## config.mk

```make
export PLATFORM = sky130hd
export DESIGN_NAME = active_piece_ctrl
export DESIGN_NICKNAME = d
export VERILOG_FILES = /design/src/rtl/tetris_pkg.sv /design/src/rtl/piece_shaper.sv /design/src/rtl/active_piece_ctrl.sv
export SDC_FILE = /design/constraint.sdc
export NUM_CORES = 1
export LEC_CHECK = 0
export ABC_AREA = 1
export ABC_CLOCK_PERIOD_IN_PS = 3000
export CORE_MARGIN = 2
export CORE_UTILIZATION = 30
export CTS_CLUSTER_DIAMETER = 100
export DETAILED_ROUTE_END_ITERATION = 12
export GPL_TIMING_DRIVEN = 0
export PLACE_DENSITY = 0.46
export SYNTH_ARGS = -nofsm -noshare
export SYNTH_HDL_FRONTEND = slang
export SYNTH_SLANG_ARGS = --single-unit
```

## constraint.sdc

```tcl
create_clock -name clk -period 3 [get_ports clk]
set_input_delay 0.45 -clock clk [delete_from_list [all_inputs] [get_ports clk]]
set_output_delay 0.45 -clock clk [all_outputs]
set_load 0.005 [all_outputs]
```

## src/rtl/tetris_pkg.sv

```systemverilog
// Shared types and constants for the active-piece controller.
package tetris_pkg;

  typedef enum logic [1:0] {
    S_IDLE,
    S_WAIT,
    S_DECLINE,
    S_STEAL
  } state_e;

  typedef enum logic [2:0] {
    P_I, P_O, P_J, P_L, P_S, P_T, P_Z
  } piece_e;

  localparam logic [1:0] INT_GRAV   = 2'd0;
  localparam logic [1:0] INT_PLAYER = 2'd1;
  localparam logic [1:0] INT_DROP   = 2'd2;

  localparam logic [7:0] LFSR_SEED = 8'hF0;

  localparam int BTN_L    = 0;
  localparam int BTN_R    = 1;
  localparam int BTN_ROT  = 2;
  localparam int BTN_DROP = 3;

  // Fibonacci form, taps 8,6,5,4
  function automatic logic [7:0] lfsr_next(
    input logic [7:0] l
  );
    return {l[6:0], l[7] ^ l[5] ^ l[4] ^ l[3]};
  endfunction

  function automatic piece_e pick_type(
    input logic [7:0] l
  );
    return (l[2:0] == 3'd7) ? P_I : piece_e'(l[2:0]);
  endfunction

endpackage

```

## src/rtl/piece_shaper.sv

```systemverilog
// Block offsets inside the 4x4 piece box for every type and rotation.
module piece_shaper
  import tetris_pkg::*;
(
  input  logic [2:0] ptype,
  input  logic [1:0] rot,
  output logic [7:0] off_v,
  output logic [7:0] off_h
);

  // arguments are blocks 0..3, block 0 lands in the LSBs
  function automatic logic [7:0] p(
    input int a, input int b,
    input int c, input int d
  );
    return {2'(d), 2'(c), 2'(b), 2'(a)};
  endfunction

  always_comb begin
    off_v = '0;
    off_h = '0;
    unique case (ptype)
      P_I: unique case (rot)
        2'd0: begin off_v = p(0,1,2,3); off_h = p(1,1,1,1); end
        2'd1: begin off_v = p(2,2,2,2); off_h = p(0,1,2,3); end
        2'd2: begin off_v = p(0,1,2,3); off_h = p(2,2,2,2); end
        2'd3: begin off_v = p(1,1,1,1); off_h = p(0,1,2,3); end
      endcase
      P_O: begin off_v = p(1,2,1,2); off_h = p(0,0,1,1); end
      P_J: unique case (rot)
        2'd0: begin off_v = p(0,0,1,2); off_h = p(0,1,1,1); end
        2'd1: begin off_v = p(1,2,1,1); off_h = p(0,0,1,2); end
        2'd2: begin off_v = p(0,1,2,2); off_h = p(1,1,1,2); end
        2'd3: begin off_v = p(1,1,0,1); off_h = p(0,1,2,2); end
      endcase
      P_L: unique case (rot)
        2'd0: begin off_v = p(2,0,1,2); off_h = p(0,1,1,1); end
        2'd1: begin off_v = p(1,1,1,2); off_h = p(0,1,2,2); end
        2'd2: begin off_v = p(0,1,2,0); off_h = p(1,1,1,2); end
        2'd3: begin off_v = p(0,1,1,1); off_h = p(0,0,1,2); end
      endcase
      P_S: unique case (rot)
        2'd0: begin off_v = p(1,2,0,1); off_h = p(0,0,1,1); end
        2'd1: begin off_v = p(1,1,2,2); off_h = p(0,1,1,2); end
        2'd2: begin off_v = p(1,2,0,1); off_h = p(1,1,2,2); end
        2'd3: begin off_v = p(0,0,1,1); off_h = p(0,1,1,2); end
      endcase
      P_T: unique case (rot)
        2'd0: begin off_v = p(1,0,1,2); off_h = p(0,1,1,1); end
        2'd1: begin off_v = p(1,1,2,1); off_h = p(0,1,1,2); end
        2'd2: begin off_v = p(0,1,2,1); off_h = p(1,1,1,2); end
        2'd3: begin off_v = p(1,0,1,1); off_h = p(0,1,1,2); end
      endcase
      P_Z: unique case (rot)
        2'd0: begin off_v = p(0,1,1,2); off_h = p(0,0,1,1); end
        2'd1: begin off_v = p(2,1,2,1); off_h = p(0,1,1,2); end
        2'd2: begin off_v = p(0,1,1,2); off_h = p(1,1,2,2); end
        2'd3: begin off_v = p(1,0,1,0); off_h = p(0,1,1,2); end
      endcase
      default: begin
        off_v = '0;
        off_h = '0;
      end
    endcase
  end

endmodule

```

## src/rtl/active_piece_ctrl.sv

```systemverilog
// Active tetromino controller: debounced buttons, move proposals to the
// collision checker, verdict handling, hard drop and piece spawning.
module active_piece_ctrl
  import tetris_pkg::*;
#(
  parameter int COORD_W = 5,
  parameter int DEB_LEN = 6,
  parameter int SPAWN_V = 5,
  parameter int SPAWN_H = 0
) (
  input  logic                 clk,
  input  logic                 reset,
  input  logic                 gametick,
  input  logic                 btn_left,
  input  logic                 btn_right,
  input  logic                 btn_rot,
  input  logic                 btn_drop,
  output logic                 mv_request,
  output logic [1:0]           mv_intent,
  input  logic                 mv_commit,
  input  logic                 mv_declined,
  input  logic                 mv_steal,
  output logic [4*COORD_W-1:0] blk_v,
  output logic [4*COORD_W-1:0] blk_h,
  output logic [2:0]           piece_type,
  output logic [2:0]           blk_color
);

  localparam logic [COORD_W-1:0] SP_V = COORD_W'(SPAWN_V);
  localparam logic [COORD_W-1:0] SP_H = COORD_W'(SPAWN_H);
  localparam logic [COORD_W-1:0] ONE  = COORD_W'(1);

  state_e state_q, state_d;
  logic [COORD_W-1:0] av_q, av_d;
  logic [COORD_W-1:0] ah_q, ah_d;
  logic [COORD_W-1:0] sv_q, sv_d;
  logic [COORD_W-1:0] sh_q, sh_d;
  logic [1:0] rot_q, rot_d;
  logic [1:0] srot_q, srot_d;
  piece_e type_q, type_d;
  logic [1:0] intent_q, intent_d;
  logic pend_q, pend_d;
  logic drop_q, drop_d;
  logic cool_q, cool_d;
  logic [7:0] lfsr_q, lfsr_d;
  logic [3:0][DEB_LEN-1:0] deb_q, deb_d;

  logic [3:0] btn_raw;
  logic [3:0] press;
  logic btn_ok;
  logic [7:0] off_v, off_h;

  assign btn_raw = {btn_drop, btn_rot, btn_right, btn_left};

  piece_shaper u_shaper (
    .ptype (type_q),
    .rot   (rot_q),
    .off_v (off_v),
    .off_h (off_h)
  );

  always_ff @(posedge clk) begin
    if (!reset) begin
      state_q  <= S_IDLE;
      av_q     <= SP_V;
      ah_q     <= SP_H;
      sv_q     <= SP_V;
      sh_q     <= SP_H;
      rot_q    <= 2'd0;
      srot_q   <= 2'd0;
      type_q   <= P_T;
      intent_q <= INT_GRAV;
      pend_q   <= 1'b0;
      drop_q   <= 1'b0;
      cool_q   <= 1'b0;
      lfsr_q   <= LFSR_SEED;
      deb_q    <= '0;
    end else begin
      state_q  <= state_d;
      av_q     <= av_d;
      ah_q     <= ah_d;
      sv_q     <= sv_d;
      sh_q     <= sh_d;
      rot_q    <= rot_d;
      srot_q   <= srot_d;
      type_q   <= type_d;
      intent_q <= intent_d;
      pend_q   <= pend_d;
      drop_q   <= drop_d;
      cool_q   <= cool_d;
      lfsr_q   <= lfsr_d;
      deb_q    <= deb_d;
    end
  end

  always_comb begin
    state_d  = state_q;
    av_d     = av_q;
    ah_d     = ah_q;
    sv_d     = sv_q;
    sh_d     = sh_q;
    rot_d    = rot_q;
    srot_d   = srot_q;
    type_d   = type_q;
    intent_d = intent_q;
    pend_d   = pend_q;
    drop_d   = drop_q;
    cool_d   = cool_q;
    lfsr_d   = lfsr_next(lfsr_q);
    btn_ok   = !cool_q && !drop_q;
    for (int b = 0; b < 4; b++) begin
      deb_d[b] = {deb_q[b][DEB_LEN-2:0], btn_raw[b]};
      press[b] = &deb_q[b];
    end
    if (deb_q == '0) cool_d = 1'b0;
    if (state_q != S_IDLE && gametick) pend_d = 1'b1;

    unique case (state_q)
      S_IDLE: begin
        state_d = S_WAIT;
        if (gametick || pend_q) begin
          ah_d     = ah_q + ONE;
          intent_d = INT_GRAV;
          pend_d   = 1'b0;
        end else if (drop_q) begin
          ah_d     = ah_q + ONE;
          intent_d = INT_DROP;
        end else if (btn_ok && press[BTN_DROP]) begin
          ah_d     = ah_q + ONE;
          intent_d = INT_DROP;
          drop_d   = 1'b1;
          cool_d   = 1'b1;
        end else if (btn_ok && press[BTN_L]) begin
          av_d     = av_q + ONE;
          intent_d = INT_PLAYER;
          cool_d   = 1'b1;
        end else if (btn_ok && press[BTN_R]) begin
          av_d     = av_q - ONE;
          intent_d = INT_PLAYER;
          cool_d   = 1'b1;
        end else if (btn_ok && press[BTN_ROT]) begin
          rot_d    = rot_q + 2'd1;
          intent_d = INT_PLAYER;
          cool_d   = 1'b1;
        end else begin
          state_d = S_IDLE;
        end
      end
      S_WAIT: begin
        if (mv_steal) begin
          state_d = S_STEAL;
          drop_d  = 1'b0;
        end else if (mv_declined) begin
          state_d = S_DECLINE;
          drop_d  = 1'b0;
        end else if (mv_commit) begin
          state_d = S_IDLE;
          sv_d    = av_q;
          sh_d    = ah_q;
          srot_d  = rot_q;
        end
      end
      S_DECLINE: begin
        if (!mv_declined) begin
          state_d = S_IDLE;
          av_d    = sv_q;
          ah_d    = sh_q;
          rot_d   = srot_q;
        end
      end
      S_STEAL: begin
        if (!mv_steal) begin
          state_d = S_IDLE;
          av_d    = SP_V;
          ah_d    = SP_H;
          rot_d   = 2'd0;
          sv_d    = SP_V;
          sh_d    = SP_H;
          srot_d  = 2'd0;
          pend_d  = 1'b0;
          type_d  = pick_type(lfsr_q);
        end
      end
    endcase
  end

  always_comb begin
    mv_request = (state_q == S_WAIT);
    mv_intent  = intent_q;
    piece_type = type_q;
    blk_color  = 3'(type_q) + 3'd1;
    blk_v      = '0;
    blk_h      = '0;
    for (int i = 0; i < 4; i++) begin
      blk_v[i*COORD_W +: COORD_W] = av_q + COORD_W'(off_v[2*i +: 2]);
      blk_h[i*COORD_W +: COORD_W] = ah_q + COORD_W'(off_h[2*i +: 2]);
    end
  end

endmodule

```

# Yosys cells after proc, flatten, opt, wreduce, memory -nomap -nowiden
# Cells that the tools add are included.
dict set report classes {
  addsub 13
  eq_ne 28
  mux 84
  bitwise_logic 4
  n_reduce_logical 33
}
# operator count
set op_table {}
lappend op_table {{$pmux 8 s4} 5}
lappend op_table {{$pmux 8 s3} 6}
lappend op_table {{$mux 5} 18}
lappend op_table {{$pmux 8 s7} 1}
lappend op_table {{$pmux 8 s6} 1}
lappend op_table {{$mux 2} 21}
lappend op_table {{$add 5x2->5} 8}
lappend op_table {{$pmux 5 s3} 2}
lappend op_table {{$logic_not 24->1} 1}
lappend op_table {{$reduce_and 6->1} 4}
lappend op_table {{$mux 1} 22}
lappend op_table {{$ne 2x2->1 const B} 10}
lappend op_table {{$pmux 5 s2} 2}
lappend op_table {{$eq 3x3->1 const B} 4}
lappend op_table {{$add 5x1->5 const B} 2}
lappend op_table {{$reduce_and 9->1} 1}
lappend op_table {{$eq 2x2->1 const B} 4}
lappend op_table {{$pmux 2 s4} 1}
lappend op_table {{$reduce_and 7->1} 1}
lappend op_table {{$eq 3x2->1 const B} 2}
lappend op_table {{$logic_and 1x1->1} 6}
lappend op_table {{$pmux 2 s3} 1}
lappend op_table {{$reduce_and 3->1} 2}
lappend op_table {{$reduce_bool 2->1} 3}
lappend op_table {{25 further kinds} 34}
dict set report totals {
  ff_bits 66
  input_bits 10
  output_inout_bits 49
  word_cells 179
}

# Longest topological paths before layout
dict set report depth {
  ltp_word 10
  ltp_mapped 15
  mapped_depth_nobuf 15
}

# Cells and area by module
# Synthesis repeated with hierarchy kept, for this count alone.
dict set report unflattened {
  hier_cells 652
  hier_area_um2 4478.0
}
# mod instances cells_per_inst area_each_um2 seq_area_each_um2
set by_module_without_submodules {}
lappend by_module_without_submodules {active_piece_ctrl 1 522 3828.7 1321.3}
lappend by_module_without_submodules {piece_shaper 1 130 649.4 0.0}

# Worst setup path after synthesis
# No wires, ideal clock.
dict set report synth_path {
  path_type {reg-to-output}
  startpoint {register type_q[0], in the netlist piece_type[0]}
  endpoint {output port blk_v[4]}
  arrival_ns 2.145
  t_required_ns 2.550
  path_slack_ns 0.405
  stages_incl_launch_ff 11
  n_path_buf 0
  path_cell_list {dfxtp_1 inv_1 ha_1 nand2_1 inv_1 o21ai_0 nand4_1 ha_1 fa_1 nand3_1 xor2_1}
}
dict set report synth_between {
  elab_chain_len 3
  elab_cells_between_ends 9
  cone_classes {add/sub: 1; eq/ne: 6; mux: 1; reduce/logical: 1}
}
# element line
set synth_rtl {}
lappend synth_rtl {{start, declared} active_piece_ctrl.sv:40} ;# piece_e type_q, type_d;
lappend synth_rtl {{start signal, assigned} active_piece_ctrl.sv:86} ;# type_q <= type_d;
lappend synth_rtl {{$eq 3x3->1 (tied with other cells)} piece_shaper.sv:22} ;# unique case (ptype)
lappend synth_rtl {{$pmux 8 s7 (*)} piece_shaper.sv:22}
lappend synth_rtl {{$add 5x2->5 (*)} active_piece_ctrl.sv:195} ;# blk_v[i*COORD_W +: COORD_W] = av_q + COORD_W'(off_v[2*i +: 2]);
lappend synth_rtl {{end, declared} active_piece_ctrl.sv:23} ;# output logic [4*COORD_W-1:0] blk_v,
# Mark *: on every way between the ends. The rest lies on a longest branch, timed or not.

# Worst setup path after layout
dict set report layout_path {
  startpoint {register type_q[1], in the netlist piece_type[1]}
  endpoint {output port blk_v[17]}
}
# Same word-level chain as after synthesis.

==> impl_results.md <==
- Run status: finished, violations left
- Failing checks: setup timing
- Synth warn: 0
- N_diodes: 0
- Synth Net Count: 659
- Final setup vio count: 4
- Initial Util: between 30% and 40%
- Most common cell in the netlist: nand2_1
- Clk_lat worst skew: 0.33 ns
- Final Critical Period: 3.10 ns
- CTS buffer count: 9
- Die height: about 120 um
- Syn Inst Count: slightly above 600
- Top layer in use: met4
- CTS tree: yes
- Unique cell type count in the Yosys netlist: 40
- Final Hold Viols: 0
- Vias in the first global route: ~4100
- Die X: 123 um
- Worst path required time: between 2 and 3 ns
- Most used flip-flop cell after synthesis: dfxtp_1
- Nets: 768
- Met3 wire len: around 520 um
- Final core occ: between 40% and 50%
- Skew final: approximately 0.0064 ns
- Setup crit end kind: output pin
- Tcrit/Tclk final: 103%
- Synth top area share: a little under a third
- Overall Global Routing Usage: between 15 and 20%
- Layout cells sized above 1: 27.7%
- Dominant cell type by area after synthesis: dfxtp_1
- Synthesized cell area: around 0.0043 mm^2
- DRC: 0
- 1st-iter DRT viols: between 150 and 200
- Max Slew Vio Count: 0
- RSZ-0062 raised after global routing: yes
- Root Buffer: clkbuf_16
- Die area: between 0.015 and 0.02 mm^2
- Vias: 4226
- P_leak: 2.92 nW
- Worst ir drop on vdd: approximately 0.31 mV
- Met1 Wirelength: slightly above 6 mm
- I/O pin count: 59
- Vias/cell: 4.71
- DRT Wirelength: between 10 and 15 mm
- Met2 wire length: between 6 and 7 mm
- Core Region: 0.0139 mm^2
- Wire length per cell: 14.5 um
- CTS Buffer Depth: 2
- Clock-pin slew on the worst setup and hold paths: roughly 0.060 ns
- Initial antenna violation count: 0
- Hold Path Class: register to register
- Pwr dens: just over 500 mW/mm^2
- Post-synth EDFFs: 0
- Post-CTS Hold Fix Bufs: 0
- Port Buf Inserts: between 50 and 60
- Total global routing overflow: 0
- Slew Limit Headroom: 57.3%
- Critical setup path kind: register to output pin
- CP max FO: 6
- P&R area growth vs syn: 43.7%
- CTS Sinks: 66
- HPWL Detailed: about 9.9 mm
- Worst Setup Start Kind: register
- Asr flop ratio synth: 0%
- Gpl congestion: around 0.86
- CTS H-tree lvls: 3
- Yosys reg bits: 66
- Routed Antenna Nets: 0
- Register area share after synthesis: roughly 30%
- WP data arrival: around 2.7 ns
- First-pass GRT wire length: about 21 mm
- Top cells by count, synth: 139 x nand2_1, 98 x inv_1, 66 x dfxtp_1
- Largest net degree at the start of global routing: 12
- Filler Cells Inserted: 1424
- Synth area leaders: dfxtp_1 31%, nand2_1 12%, ha_1 11%, inv_1 8.6%, a21oi_1 5.6%
- Maxcap violations: 0
- Fmax: 323 MHz
- Syn_area_per_cell: approximately 7.1 um^2
- DRT Pass-1 Iters: 5
- Final setup margin: -0.0972 ns
- Worst Tran Pin Value: approximately 0.64 ns
- Std-Cell Rows: 43
- Post-Place Setup Slack: -0.718 ns
[final cells by class]
| type | instances | area (um^2) | area share (%) |
|---|---|---|---|
| flip-flops and latches | 66 | 1340 | 21.8 |
| plain buffers | 16 | 75.1 | 1.22 |
| multi-input cells | 420 | 2940 | 47.8 |
| clock buffers | 12 | 256 | 4.18 |
| repair buffers | 99 | 817 | 13.3 |
| well taps | 180 | 225 | 3.67 |
| inverters | 101 | 420 | 6.84 |
| clock inverters | 4 | 73.8 | 1.20 |
[repair_timing]
| action | in CTS | in global routing |
|---|---|---|
| buffers inserted | 29 | 13 |
| setup endpoints to repair | 40 | 28 |
| resized for setup | 181 | 65 |
| pin swaps | 20 | 26 |
[layer usage]
metal | vias to the layer above | track usage, %
met5 | - | 0
met4 | 0 | 6.04
met3 | 13 | 3.27
met2 | 77 | 28.5
met1 | 1981 | 24.2
li1 | 2155 | -
[cells in the final DEF, fill, tap and decap left out, drive strengths merged, types with 2 or more instances in the layout]
cell type	count
clkinv	3
xnor2	7
a211oi	7
fa	9
a31oi	3
nand2	139
inv	99
nor3	4
o2111ai	4
dlygate4sd2	9
bufinv	2
nor4	3
o211ai	3
ha	36
dfxtp	66
nor2	58
clkdlybuf4s50	24
or2	5
a221oi	2
buf	62
o21ai	28
nand4	6
a21oi	48
clkbuf	28
xor2	21
nand3	30
clkdlybuf4s15	3
[registers in the layout (all words and copies together) (netlist names)]
name,flops
piece_type,3
sv_q,5
state_q,2
ah_q,5
deb_d,20
lfsr_q,8
cool_q,1
mv_intent,2
srot_q,2
pend_q,1
drop_q,1
rot_q,2
deb_q,4
av_q,5
sh_q,5
[through the flow]
step	cell area [um^2]	cells	power, mW	setup TNS, ns	hold slack, ns
final	6140	898	3.16	-0.180	0.418
after global placement	5070	841	1.94	-13.22	0.397
after detailed placement	5070	841	1.94	-12.23	0.399
after floorplan	4270	604	1.47	0	0.393
after global routing	6140	898	3.38	-1.45	0.424
after CTS	5970	885	3.16	-1.13	0.415
[critical path, stage by stage, from the launching register on]
cell and delay, ns:
dfxtp_4 0.38, buf_6 0.11, ha_4 0.15, nand2_4 0.08
inv_6 0.08, o211ai_1 0.11, buf_4 0.16, o211ai_1 0.15
ha_2 0.26, inv_2 0.05, fa_2 0.37, buf_4 0.15
xnor2_2 0.11, buf_2 0.15
[worst paths after layout]
kind,start,to,slack (ns),cells after the start
max,piece_type[1],blk_v[17],-0.1,13
min,lfsr_q[6],lfsr_q[7],0.42,1
max reg2reg,drop_q,av_q[4],0.87,15
min reg2reg,lfsr_q[6],lfsr_q[7],0.42,1
[power by group]
group / switching [mW] / internal (mW) / total (mW)
registers: 0.0609 / 0.922 / 0.983
logic: 0.524 / 0.500 / 1.02
clock network: 0.377 / 0.773 / 1.15
[kinds of logic (layout without fill, tap and decap cells)]
logic type / after synthesis / after routing / share of synthesized area [%]
adder cells (fa/ha/maj): 45 / 45 / 14.8
buffers and inverters: 118 / 232 / 10.7
AND/OR/NAND/NOR: 245 / 245 / 24.2
flip-flops: 66 / 66 / 30.9
AO/OA/AOI/OAI: 102 / 102 / 13.7
XOR/XNOR: 28 / 28 / 5.74
(Power assumes the default switching activity.)
